`src/rtl/out_port_arbiter.sv`:
```
// Round-robin arbiter moving one word per cycle from NUM_REQ input buffers into one output buffer.
// Optional per-requester grant counters are enabled with `define ARB_STATS_EN.
module out_port_arbiter #(
    parameter int unsigned DATA_WIDTH  = 64,
    parameter int unsigned NUM_REQ     = 4,
    parameter int unsigned STALL_LIMIT = 255
) (
    input  logic                          clk,
    input  logic                          rst,
    input  logic                          en,
    input  logic [NUM_REQ-1:0]            req_empty,
    input  logic [NUM_REQ*DATA_WIDTH-1:0] req_data,
    output logic [NUM_REQ-1:0]            req_rd_en,
    input  logic                          out_full,
    output logic                          out_wr_en,
    output logic [DATA_WIDTH-1:0]         out_data,
    output logic [$clog2(NUM_REQ)-1:0]    grant_idx,
    output logic                          grant_vld,
    output logic                          stall_err,
`ifdef ARB_STATS_EN
    input  logic                          stats_clr,
    output logic [NUM_REQ*16-1:0]         grant_cnt,
`endif
    input  logic                          err_clr
);

    localparam int unsigned IdxW = $clog2(NUM_REQ);
    localparam int unsigned CntW = $clog2(STALL_LIMIT + 1);

    localparam logic [1:0] StIdle  = 2'd0;
    localparam logic [1:0] StXfer  = 2'd1;
    localparam logic [1:0] StStall = 2'd2;

    logic [1:0]      state_q, state_d;
    logic [IdxW-1:0] ptr_q, ptr_d;
    logic [IdxW-1:0] idx_q, idx_d;
    logic [CntW-1:0] stall_cnt_q, stall_cnt_d;
    logic            stall_err_q, stall_err_d;
    logic [IdxW-1:0] win;
    logic            any_req, go, stall_cond;

    assign any_req    = ~&req_empty;
    // Gating with rst aborts a transfer while reset is asserted mid-cycle.
    assign go         = rst & en & ~out_full & any_req;
    assign stall_cond = en & any_req & out_full;

    always_comb begin
        logic        found;
        int unsigned cand;
        win   = '0;
        found = 1'b0;
        for (int unsigned k = 0; k < NUM_REQ; k++) begin
            cand = (32'(ptr_q) + k) % NUM_REQ;
            if (!found && !req_empty[cand]) begin
                found = 1'b1;
                win   = IdxW'(cand);
            end
        end
    end

    always_comb begin
        req_rd_en = '0;
        out_data  = '0;
        if (go) begin
            req_rd_en[win] = 1'b1;
            out_data       = req_data[win*DATA_WIDTH +: DATA_WIDTH];
        end
    end

    assign out_wr_en = go;

    always_comb begin
        ptr_d = ptr_q;
        idx_d = idx_q;
        if (go) begin
            ptr_d = (win == IdxW'(NUM_REQ - 1)) ? '0 : win + 1'b1;
            idx_d = win;
        end
    end

    always_comb begin
        if (go) begin
            state_d = StXfer;
        end else if (stall_cond) begin
            state_d = StStall;
        end else begin
            state_d = StIdle;
        end
    end

    // Clear beats a coincident stall; the counter saturates at the limit.
    always_comb begin
        stall_cnt_d = '0;
        stall_err_d = stall_err_q;
        if (err_clr) begin
            stall_err_d = 1'b0;
        end else if (stall_cond) begin
            stall_cnt_d = (stall_cnt_q == CntW'(STALL_LIMIT)) ? stall_cnt_q
                                                                : stall_cnt_q + 1'b1;
            if (stall_cnt_d == CntW'(STALL_LIMIT)) begin
                stall_err_d = 1'b1;
            end
        end
    end

    always_ff @(posedge clk or negedge rst) begin
        if (!rst) begin
            state_q     <= StIdle;
            ptr_q       <= '0;
            idx_q       <= '0;
            stall_cnt_q <= '0;
            stall_err_q <= 1'b0;
        end else begin
            state_q     <= state_d;
            ptr_q       <= ptr_d;
            idx_q       <= idx_d;
            stall_cnt_q <= stall_cnt_d;
            stall_err_q <= stall_err_d;
        end
    end

    assign grant_vld = (state_q == StXfer);
    assign grant_idx = idx_q;
    assign stall_err = stall_err_q;

`ifdef ARB_STATS_EN
    logic [NUM_REQ*16-1:0] cnt_q, cnt_d;

    always_comb begin
        cnt_d = cnt_q;
        for (int unsigned i = 0; i < NUM_REQ; i++) begin
            if (stats_clr) begin
                cnt_d[i*16 +: 16] = '0;
            end else if (req_rd_en[i] && cnt_q[i*16 +: 16] != 16'hFFFF) begin
                cnt_d[i*16 +: 16] = cnt_q[i*16 +: 16] + 16'd1;
            end
        end
    end

    always_ff @(posedge clk or negedge rst) begin
        if (!rst) begin
            cnt_q <= '0;
        end else begin
            cnt_q <= cnt_d;
        end
    end

    assign grant_cnt = cnt_q;
`endif

endmodule

```
`config.mk`:
```
export PLATFORM = sky130hd
export DESIGN_NAME = out_port_arbiter
export DESIGN_NICKNAME = d
export VERILOG_FILES = /design/src/rtl/out_port_arbiter.sv
export SDC_FILE = /design/constraint.sdc
export NUM_CORES = 1
export LEC_CHECK = 0
export ABC_CLOCK_PERIOD_IN_PS = 5550
export BUFFER_PORTS_ARGS = -buffer_cell sky130_fd_sc_hd__buf_2
export CAP_MARGIN = 10
export CORE_AREA = 2 2 133 135
export CTS_BUF_LIST = sky130_fd_sc_hd__clkbuf_8 sky130_fd_sc_hd__clkbuf_16
export DETAILED_ROUTE_END_ITERATION = 10
export DIE_AREA = 0 0 135 137
export GPL_ROUTABILITY_DRIVEN = 0
export SYNTH_ARGS = -nofsm -noshare
export SYNTH_HDL_FRONTEND = slang
export SYNTH_SLANG_ARGS = --single-unit
```
`constraint.sdc`:
```
create_clock -name clk -period 5.55 [get_ports clk]
set_input_delay 0.2775 -clock clk [delete_from_list [all_inputs] [get_ports clk]]
set_output_delay 0.2775 -clock clk [all_outputs]
set_load 0.01 [all_outputs]
```
==> metrics.csv, run 1 <==
metric,value,unit
largest net degree at the start of global routing,86,
setup slack at placement,2470,ps
Avg Inst Size Synth,9.14,um^2
placed cell count,859,
Synth warnings,0,
Post-CTS Resized,0,
area growth from synthesis to layout,60.9,%
PortBufs,337,
most numerous cell in the Yosys netlist,mux2i_1,
Synth Net Count,592,
Die Wd,135,um
"Design Area, Final",4730,um^2
vias in the first global route,3421,
largest cells by area after synthesis,"mux2i_1, o22ai_1, dfrtp_1",
Slew @ Worst Pin,749,ps
grt ovf,0,
# IOs,338,
CTS Hold Bufs,1,
Top Usage Layer GRT,met2,
Global Route Usage Sum,0.112,
Power Dens Cells,201,nW/um^2
share of cells above drive strength 1,0.559,
dpl cell area,4640,um^2
Worst EP arrival,3220,ps
Max Cap Viol,0,
Non-Filler Instances,864,
Post-synth EDFFs,0,
Reg2Reg Setup Slack,3270,ps
clk sinks,15,
Yosys top cell by area,mux2i_1,
Yosys top cell area share,0.439,
startpoint types,input port,
die area,18500,um^2
Initial Utilization,0.172,
Die H,137,um
"Top FF cell, synth",dfrtp_1,
Placeable Area,17100,um^2
maximum clock frequency,0.286,GHz
synth unique cells,47,
"Reg clk slew, reported paths",50,ps
root buffer cell,clkbuf_16,
crit-path max FO,36,
count of pins over their slew limit,0,
first-pass GRT wire length,16900,um
routing usage on met2,0.205,
met1 usage,0.142,
vias per cell,4.39,
WS Path Type,in -> out,
number of synthesized register bits,15,
Worst-Skew Late Latency,250,ps
RSZ-0062 raised after global routing,false,
Rows,48,
Post-CTS Setup Inserts,0,
Vias,3795,
DR WL/cell,14.2,um
outcome,"finished, final reports clean",
Synth async-reset ratio,1.00,
DRC Markers,0,
mapped cell area,2940,um^2
setup_tns,0,ps
# nets final,910,
Final Hold Fails,0,
Min-Delay Path Class,in -> reg,
worst rel slew slack,0.500,
Post-synth top cells,"mux2i_1, o22ai_1, dfrtp_1",
clk_skew,4.00,ps
Critical Path RT,5270,ps
Post-Syn Instances,322,
DRT Wirelength,12300,um
GR Util met3,0.0167,
Leakage Power,2.63,nW
H-Tree Depth,1,
Tmin final,3500,ps
CTS tree,yes,
Critical Path Sink Type,output pin,
post-route ant nets,0,
final worst-path cycle share,0.630,
Antenna diodes,0,
worst setup margin,2050,ps
antenna violations before repair,0,
initial DRC count,123,
CTS Buffer Depth,2,
dpl hpwl,10100,um
number of buffers created by CTS,3,
TritonRoute pass-1 iters,4,
final setup vio count,0,
register area share after synthesis,0.128,
maximum vdd ir drop,148,uV
## per-stage QoR
| step | utilization | power (mW) | hold slack, ps |
|---|---|---|---|
| 6_report | 0.278 | 0.952 | 307 |
| 5_1_grt | 0.278 | 1.02 | 321 |
| 4_1_cts | 0.278 | 0.962 | 298 |
| 3_5_place_dp | 0.272 | 0.819 | 199 |
| 3_3_place_gp | 0.272 | 0.814 | 200 |
| 2_1_floorplan | - | 0.706 | -18.1 |
## cells in the final DEF, fill, tap and decap left out, types with 2 or more instances in the layout
| cell type | Yosys | routed |
|---|---|---|
| a211oi_1 | 2 | 2 |
| a21oi_1 | 2 | 2 |
| a31oi_1 | 3 | 3 |
| and2_1 | 6 | 6 |
| and4b_1 | 2 | 2 |
| buf_2 | 11 | 337 |
| buf_4 | 0 | 3 |
| clkbuf_16 | 0 | 3 |
| dfrtp_1 | 15 | 15 |
| ha_1 | 5 | 5 |
| inv_1 | 5 | 5 |
| inv_2 | 3 | 3 |
| mux2i_1 | 129 | 129 |
| nand2_1 | 8 | 8 |
| nand2_2 | 2 | 2 |
| nand2b_1 | 3 | 3 |
| nand3_1 | 3 | 3 |
| nand4_1 | 2 | 2 |
| nor2_1 | 12 | 12 |
| o21a_1 | 2 | 2 |
| o21ai_0 | 2 | 2 |
| o22ai_1 | 65 | 65 |
| xnor2_1 | 2 | 2 |
## power breakdown
group          switching, mW  internal [mW]  leakage (nW)
clock network         0.0450         0.0963        0.0409
logic                  0.337          0.339          2.39
registers             0.0132          0.122         0.199
## critical path, cell delays in order
cell and delay, ps:
dlygate4sd3_1 530, buf_2 320, nor3b_2 660, nand2_2 560
buf_4 440, o22ai_1 230, buf_2 170
## final timing paths
check,startpoint,endpoint,cells after the start
worst max-delay path,rst,out_data[13],7
worst min-delay path,out_full,state_q[1],3
worst max register to register,ptr_q[0],ptr_q[1],6
worst min register to register,stall_err,stall_err,2
max in group asynchronous,rst,grant_idx[0],2
min in group asynchronous,rst,stall_cnt_q[5],2
## logic make-up (layout without fill, tap and decap cells)
| kind of cell | count (synthesis) | after routing | synth area share |
|---|---|---|---|
| flops | 15 | 15 | 0.128 |
| simple gates | 46 | 46 | 0.0855 |
| mux | 131 | 131 | 0.447 |
| fa+ha+maj | 5 | 5 | 0.0213 |
| xor+xnor | 3 | 3 | 0.00893 |
| buf+inv | 37 | 354 | 0.115 |
| compound gates | 85 | 85 | 0.195 |
## final cells by class
type,instances,area [um^2]
Inverter,8,30.0
Clock inverter,1,5.00
Tap cell,225,282
Timing Repair Buffer,342,1740
Multi-Input combinational cell,270,2230
Fill cell,1855,12300
Clock buffer,3,75.1
Sequential cell,15,375
## layer usage
metal / up-vias / part of all wire
li1: 1890 / -
met1: 1700 / 0.41
met2: 198 / 0.49
met3: 7 / 0.094
met4: 0 / 0.0065
met5: - / 0
## state kept, by name, indices dropped and copies added (netlist names)
register and count:
grant_idx 2, ptr_q 2, stall_cnt_q 8, state_q 2, stall_err 1
Power figures use the tool's default switching activity.
==> inputs of run 2 (changes only) <==
ABC_CLOCK_PERIOD_IN_PS = 3300   (was 5550)
CORE_AREA = 2 2 130 132   (was 2 2 133 135)
DIE_AREA = 0 0 132 134   (was 0 0 135 137)
clock period = 3.3 ns   (was 5.55 ns; I/O delays follow)
==> run 2 against run 1 <==
Register-to-register slack got worse by 2100 ps. Critical endpoint is now out_data[34]. Largest cell class unchanged. Highest routed layer is now met5. Global-route usage rose by 2.4 points. Via count rose by 2.5%. Die area fell by 4.4%. Wire length rose by 12%. Flip-flop and latch count did not move. Sequential power rose by 68%.
==> metrics.csv, run 2 (same netlist as run 1, synthesis figures left out) <==
metric,value,unit
largest net degree at the start of global routing,78,
register area,375,um^2
WS Path Type,in -> out,
Die Wd,132,um
worst rel slew slack,0.585,
# IOs,338,
P_int,0.947,mW
Post-CTS Setup Inserts,0,
PortBufs,337,
"most common cell after layout, fill and taps aside",buf_2,
setup_tns,0,ps
crit-path max FO,41,
metal3 WL,956,um
grt ovf,0,
Top reg by flops,stall_cnt_q,
Leakage Power,2.66,nW
final setup vio count,0,
Power Dens Cells,340,nW/um^2
most frequent cells in the layout,"buf_2, mux2i_1, o22ai_1, dfrtp_1, nor2_1",
count of pins over their slew limit,0,
Worst EP arrival,2640,ps
post-layout util,0.294,
initial DRC count,144,
Critical Path Sink Type,output pin,
multi-input logic area,2230,um^2
clock share of power,0.139,
antenna violations before repair,8,
Rows,47,
Tmin final,2810,ps
TritonRoute pass-1 iters,4,
number of buffers created by CTS,3,
Critical Path RT,3130,ps
Net Switching,0.679,mW
DR WL/cell,15.8,um
vias per cell,4.49,
Initial Utilization,0.181,
Worst-Skew Late Latency,240,ps
Gate power share,0.722,
clk_skew,2.39,ps
die area,17700,um^2
Die H,134,um
WL met2,6620,um
maximum clock frequency,0.356,GHz
vias in the first global route,3567,
# nets final,911,
Max Cap Viol,0,
CTS Hold Bufs,1,
post-route ant nets,0,
fill count,1798,
Vias,3891,
"Reg clk slew, reported paths",40,ps
maximum vdd ir drop,271,uV
Final Hold Fails,0,
share of cells above drive strength 1,0.558,
final worst-path cycle share,0.852,
wl on met1,5580,um
Global Route Usage Sum,0.137,
RSZ-0062 raised after global routing,false,
Placeable Area,16300,um^2
Post-CTS Resized,0,
switch share,0.418,
Slew @ Worst Pin,620,ps
startpoint types,input port,
Max Used Layer,met5,
Largest register FFs,8,
outcome,"finished, final reports clean",
clk sinks,15,
Min-Delay Path Class,in -> reg,
Seq pwr share,0.139,
root buffer cell,clkbuf_16,
CTS tree,yes,
dpl hpwl,11400,um
DRT Wirelength,13700,um
H-Tree Depth,1,
CTS Buffer Depth,2,
area growth from synthesis to layout,62.7,%
first-pass GRT wire length,19500,um
DRC Markers,0,
[run 2: worst max-delay path: stages]
cell           delay (ps)
dlygate4sd3_1         510
buf_2                 320
nor3b_2               450
nand2_2               440
buf_12                340
o22ai_1               220
buf_2                 160
[run 2: final cells by class]
type | count | share of cell area
antenna | 6 | 0.00314
multi-input combinational | 270 | 0.465
timing repair buffer | 343 | 0.373
sequential | 15 | 0.0784
clock inverter | 1 | 0.000784
tap | 220 | 0.0575
clock buffer | 3 | 0.0157
inverter | 8 | 0.00627
[run 2: final timing paths]
kind | slack [ps] | startpoint | cells past startpoint | end
min in group asynchronous | 350 | rst | 2 | stall_cnt_q[1]
max in group asynchronous | 2690 | rst | 2 | state_q[1]
hold / removal | 160 | out_full | 2 | state_q[0]
setup / recovery | 490 | rst | 7 | out_data[34]
setup reg to reg | 1180 | ptr_q[0] | 6 | ptr_q[0]
hold reg to reg | 490 | stall_err | 2 | stall_err
[run 2: stage by stage]
stage / instance area, um^2 / hold slack (ps) / setup slack, ps / power, mW / std cells
finish: 4790 / 163 / 490 / 1.63 / 866
global route: 4790 / 164 / 304 / 1.73 / 866
CTS: 4770 / 160 / 477 / 1.63 / 860
detailed placement: 4680 / 91.6 / 921 / 1.40 / 855
global placement: 4680 / 87.2 / 977 / 1.39 / 855
floorplan: 2940 / -131 / 1440 / 1.19 / 322
[run 2: power by group through the flow]
stage                     combinational (mW)  clock [mW]  sequential (mW)
after floorplan                        0.957           0            0.229
after global placement                  1.17           0            0.229
after detailed placement                1.17           0            0.229
after CTS                               1.18       0.230            0.227
after global routing                    1.26       0.240            0.230
final                                   1.17       0.226            0.227
[run 2: per-layer routing]
layer,GRT usage,vias to the layer above
li1,-,1906
met1,0.169,1773
met2,0.225,178
met3,0.0261,32
met4,0.0737,2
met5,0,-
